$ cat src/rtl/mask_shares_unit.sv
// Boolean masking front-end: splits a word into d shares using fresh randomness
// and buffers up to two shared words behind valid/ready handshakes.
module mask_shares_unit #(
  parameter int d     = 2,
  parameter int count = 8
) (
  input  logic                   clk,
  input  logic                   rst,
  input  logic                   in_valid,
  output logic                   in_ready,
  input  logic [count-1:0]       in_data,
  input  logic                   rnd_valid,
  output logic                   rnd_ready,
  input  logic [(d-1)*count-1:0] rnd,
  output logic                   out_valid,
  input  logic                   out_ready,
  output logic [d*count-1:0]     out_shares
);

  localparam int W = d * count;

  if (d < 2) begin : g_bad_d
    $error("mask_shares_unit: d must be >= 2");
  end

  logic [W-1:0]        shares_d;
  logic [count-1:0]    share0_d;
  logic [1:0][W-1:0]   mem_q;
  logic [1:0]          occ_q, occ_d;
  logic                wptr_q, rptr_q;
  logic                full, push, pop;

  // Shares 1..d-1 are the random chunks verbatim; share 0 absorbs the data.
  for (genvar i = 1; i < d; i++) begin : g_share
    assign shares_d[i*count +: count] = rnd[(i-1)*count +: count];
  end

  always_comb begin
    share0_d = in_data;
    for (int j = 0; j < d - 1; j++) share0_d = share0_d ^ rnd[j*count +: count];
  end

  assign shares_d[count-1:0] = share0_d;

  // full is registered state only, so a pop at occ==2 cannot admit a push.
  assign full       = (occ_q == 2'd2);
  assign out_valid  = (occ_q != 2'd0);
  assign out_shares = mem_q[rptr_q];
  assign in_ready   = rnd_valid & ~full;
  assign rnd_ready  = in_valid & ~full;
  assign push       = in_valid & rnd_valid & ~full;
  assign pop        = out_valid & out_ready;

  always_comb begin
    occ_d = occ_q;
    case ({push, pop})
      2'b10:   occ_d = occ_q + 2'd1;
      2'b01:   occ_d = occ_q - 2'd1;
      default: occ_d = occ_q;
    endcase
  end

  always_ff @(posedge clk) begin
    if (rst) begin
      occ_q  <= 2'd0;
      wptr_q <= 1'b0;
      rptr_q <= 1'b0;
    end else begin
      occ_q <= occ_d;
      if (push) wptr_q <= ~wptr_q;
      if (pop)  rptr_q <= ~rptr_q;
    end
  end

  // Payload is not reset; occupancy alone decides what is visible.
  always_ff @(posedge clk) begin
    if (push && !rst) mem_q[wptr_q] <= shares_d;
  end

endmodule

$ cat config.mk
export PLATFORM = sky130hd
export DESIGN_NAME = mask_shares_unit
export DESIGN_NICKNAME = d
export VERILOG_FILES = /design/src/rtl/mask_shares_unit.sv
export SDC_FILE = /design/constraint.sdc
export NUM_CORES = 1
export LEC_CHECK = 0
export CORE_UTILIZATION = 46
export CTS_CLUSTER_SIZE = 12
export DETAILED_ROUTE_END_ITERATION = 16
export PLACE_DENSITY_LB_ADDON = 0.12
export SYNTH_ARGS = -nofsm -noshare
export SYNTH_HDL_FRONTEND = slang
export SYNTH_SLANG_ARGS = --single-unit
$ cat constraint.sdc
create_clock -name clk -period 3.04 [get_ports clk]
set_input_delay 0.76 -clock clk [delete_from_list [all_inputs] [get_ports clk]]
set_output_delay 0.76 -clock clk [all_outputs]
set_load 0.01 [all_outputs]
==> metrics, run 1 <==
Hold Crit Class=flip-flop to flip-flop; critical path launch point type=flip-flop; syn avg cell area=17.6 sq um; endpoint of the worst hold path=occ_q[1]; H-tree levels=2; Final setup viols=0; PortBufs=39; Mapped Nets=104; Setup Buffers After CTS=0; Seq/Total Area, Yosys=72.2%; failing checks=design-rule violations; RR Endpoint=occ_q[1]; GPL Wtd Cong=0.730; post-detail-place hpwl=1530 microns; Routed WL per cell=13.5 microns; Iteration-0 DRC Markers=7; Final Instance Area=1970 sq um; fin crit period=2.71 ns; # Max-Cap Violations=0; share of layout cells above drive strength 1=10.8%; Pins Over Slew Limit=0; # resized after CTS=0; worst r2r src=occ_q[0]; post-route clock period utilization=89.2%; skew final=0.00751 ns; hold_buf cts=0; Netlist cell types=20; Reg2Reg Setup Slack=1.36 ns; Worst setup EP type=output port; fmax=0.369 GHz; Final Hold Vio Count=0; Req. time, crit path=2.28 ns; TritonCTS clock tree=yes; total gr overflow=0; Core Box Area=2850 sq um; aggregate routed wire length=2170 microns; yosys warns=0; Initial Utilization=50.6%; DIE AREA=3360 sq um; initial antenna violation count=0; vias per cell=5.08; boundary pin count=40; first-pass GRT wire length=3200 microns; CTS buffer count=5; Setup CP Type=flip-flop to output port; post-synthesis instance total=82; R2R depth=5; Placed Area=1890 sq um; drt first pass iters=10; Tot GR Track Use=13.9%; PwrDens=664 nW/um^2; Max VDD drop=0.586 mV; DRT antenna net count=0; Layout fillers=210; Tightest Pin Transition=0.296 ns; clk root buf=clkbuf_4; worst hold stages=2; Final nets=151; Total Neg Setup Slack=0 ns; n_diodes=0; register bit total from synthesis=36; Rows=19; leakage power=0.000682 uW; min-delay src=occ_q[1]; pin count of the biggest net entering global routing=17; worst endpoint data arrival time=1.95 ns; status=finished, violations left; CTS Buffer Depth=2; Die Height=58 microns; Slew headroom=80.2%; clock slew at the register clock pins of the worst setup and hold paths=0.11 ns; Synth-to-Final Area Change=36.7%; Synth Cell Area=1440 sq um; clk sink count=36; Worst Path Max Fanout=11; chip width=58 microns; RSZ-0062 raised after global routing=false; routed via count=818; vias in the first global route=777; clock latency on the worst-skew pair=0.34 ns; DR DRC count=2
## state kept, by name, indices dropped and copies added, names as in the netlist
| register | cells |
|---|---|
| mem_q | 32 |
| wptr_q | 1 |
| occ_q | 2 |
| rptr_q | 1 |
## final cells by class
cell class	count	area [sq um]	area share, %
clock inverter	3	42.5	2.16
multi-input combinational	44	399	20.2
tap	31	38.8	1.97
sequential	36	1040	52.8
timing repair buffer	42	413	20.9
clock buffer	5	37.5	1.90
## cells in the mapped netlist
cell type / instances / area (sq um)
or2_1: 1 / 6.26
dfxtp_1: 4 / 80.1
nor3b_1: 1 / 7.51
o21a_1: 1 / 7.51
edfxtp_1: 32 / 961
nand3_2: 1 / 10.0
nor2b_1: 1 / 6.26
buf_2: 1 / 5.00
buf_4: 1 / 7.51
a21oi_1: 1 / 5.00
xnor2_1: 2 / 17.5
xor2_1: 9 / 78.8
and2_1: 2 / 12.5
nor2_1: 3 / 11.3
nor3_1: 1 / 5.00
ha_1: 1 / 12.5
mux2_1: 17 / 191
or3_1: 1 / 6.26
nand2b_1: 1 / 6.26
o21ai_0: 1 / 5.00
## cells by family (layout without fill, tap and decap cells)
| group | after synthesis | in the layout | share of synthesized area [%] |
|---|---|---|---|
| AOI/OAI and AO/OA | 3 | 3 | 1.21 |
| adders and majority gates | 1 | 1 | 0.867 |
| and+or+nand+nor | 12 | 12 | 4.94 |
| DFF | 36 | 36 | 72.2 |
| muxes | 17 | 17 | 13.3 |
| buffers and inverters | 2 | 50 | 0.867 |
| xor gates and xnor gates | 11 | 11 | 6.68 |
## metal layers
layer	vias to the layer above	wire length [microns]	global-route usage, %
met1	389	785	12.5
met5	-	0	0
met3	6	175	5.58
li1	398	-	-
met2	25	1160	25.1
met4	0	45	9.18
## per-stage QoR
| step | hold WS [ns] | worst slack (ns) | std cells | total power [uW] | utilization, % |
|---|---|---|---|---|---|
| 2_1_floorplan | 0.474 | 0.514 | 82 | 812 | - |
| 3_3_place_gp | 0.495 | 0.391 | 153 | 988 | 66.3 |
| 3_5_place_dp | 0.505 | 0.371 | 153 | 998 | 66.3 |
| 4_1_cts | 0.524 | 0.299 | 161 | 1320 | 69.1 |
| 5_1_grt | 0.568 | 0.249 | 161 | 1370 | 69.1 |
| 6_report | 0.526 | 0.328 | 161 | 1310 | 69.1 |
## how the worst max path moves through the flow
| stage | depth (start not counted) | startpoint | end | slack (ns) |
|---|---|---|---|---|
| finish | 3 | rptr_q | out_shares[11] | 0.33 |
| global route | 3 | rptr_q | out_shares[11] | 0.25 |
| CTS | 3 | rptr_q | out_shares[11] | 0.30 |
| detailed placement | 3 | in_valid | rnd_ready | 0.37 |
| global placement | 3 | rnd_valid | in_ready | 0.39 |
| floorplan | 2 | rnd_valid | mem_q[16] | 0.51 |
## placed cells by master (no fill, tap or decap)
master           synthesis  layout
clkdlybuf4s50_1          0      39
edfxtp_1                32      32
mux2_1                  17      17
xor2_1                   9       9
clkbuf_4                 0       5
dfxtp_1                  4       4
nor2_1                   3       3
buf_4                    1       3
and2_1                   2       2
xnor2_1                  2       2
o21a_1                   1       1
nand2b_1                 1       1
nand3_2                  1       1
nor3_2                   0       1
or2_1                    1       1
nor3b_2                  0       1
o21ai_0                  1       1
or3_1                    1       1
a21oi_1                  1       1
nor2b_1                  1       1
ha_1                     1       1
clkinv_2                 0       1
clkinvlp_4               0       1
bufinv_16                0       1
## critical path: stages (launching register included)
cell	delay, ns
dfxtp_1	0.50
buf_4	0.27
mux2_1	0.34
clkdlybuf4s50_1	0.50
## power by group
group	internal, uW	leakage (uW)	switching (uW)
clock network	171	0.0000412	155
logic	225	0.000318	150
registers	577	0.000323	30.7
No activity file was read; power rests on OpenSTA's default activity.
==> run 2: changes to the inputs <==
Settings changed: ABC_CLOCK_PERIOD_IN_PS set to 3040.
==> results of run 2 <==
Same layout as run 1: the final DEF is identical, and so are final timing and power.
==> run 3: changes to the inputs <==
Settings changed: CTS_CLUSTER_SIZE 12 to unset.
==> results of run 3 <==
Same layout as run 1: the final DEF is identical, and so are final timing and power.
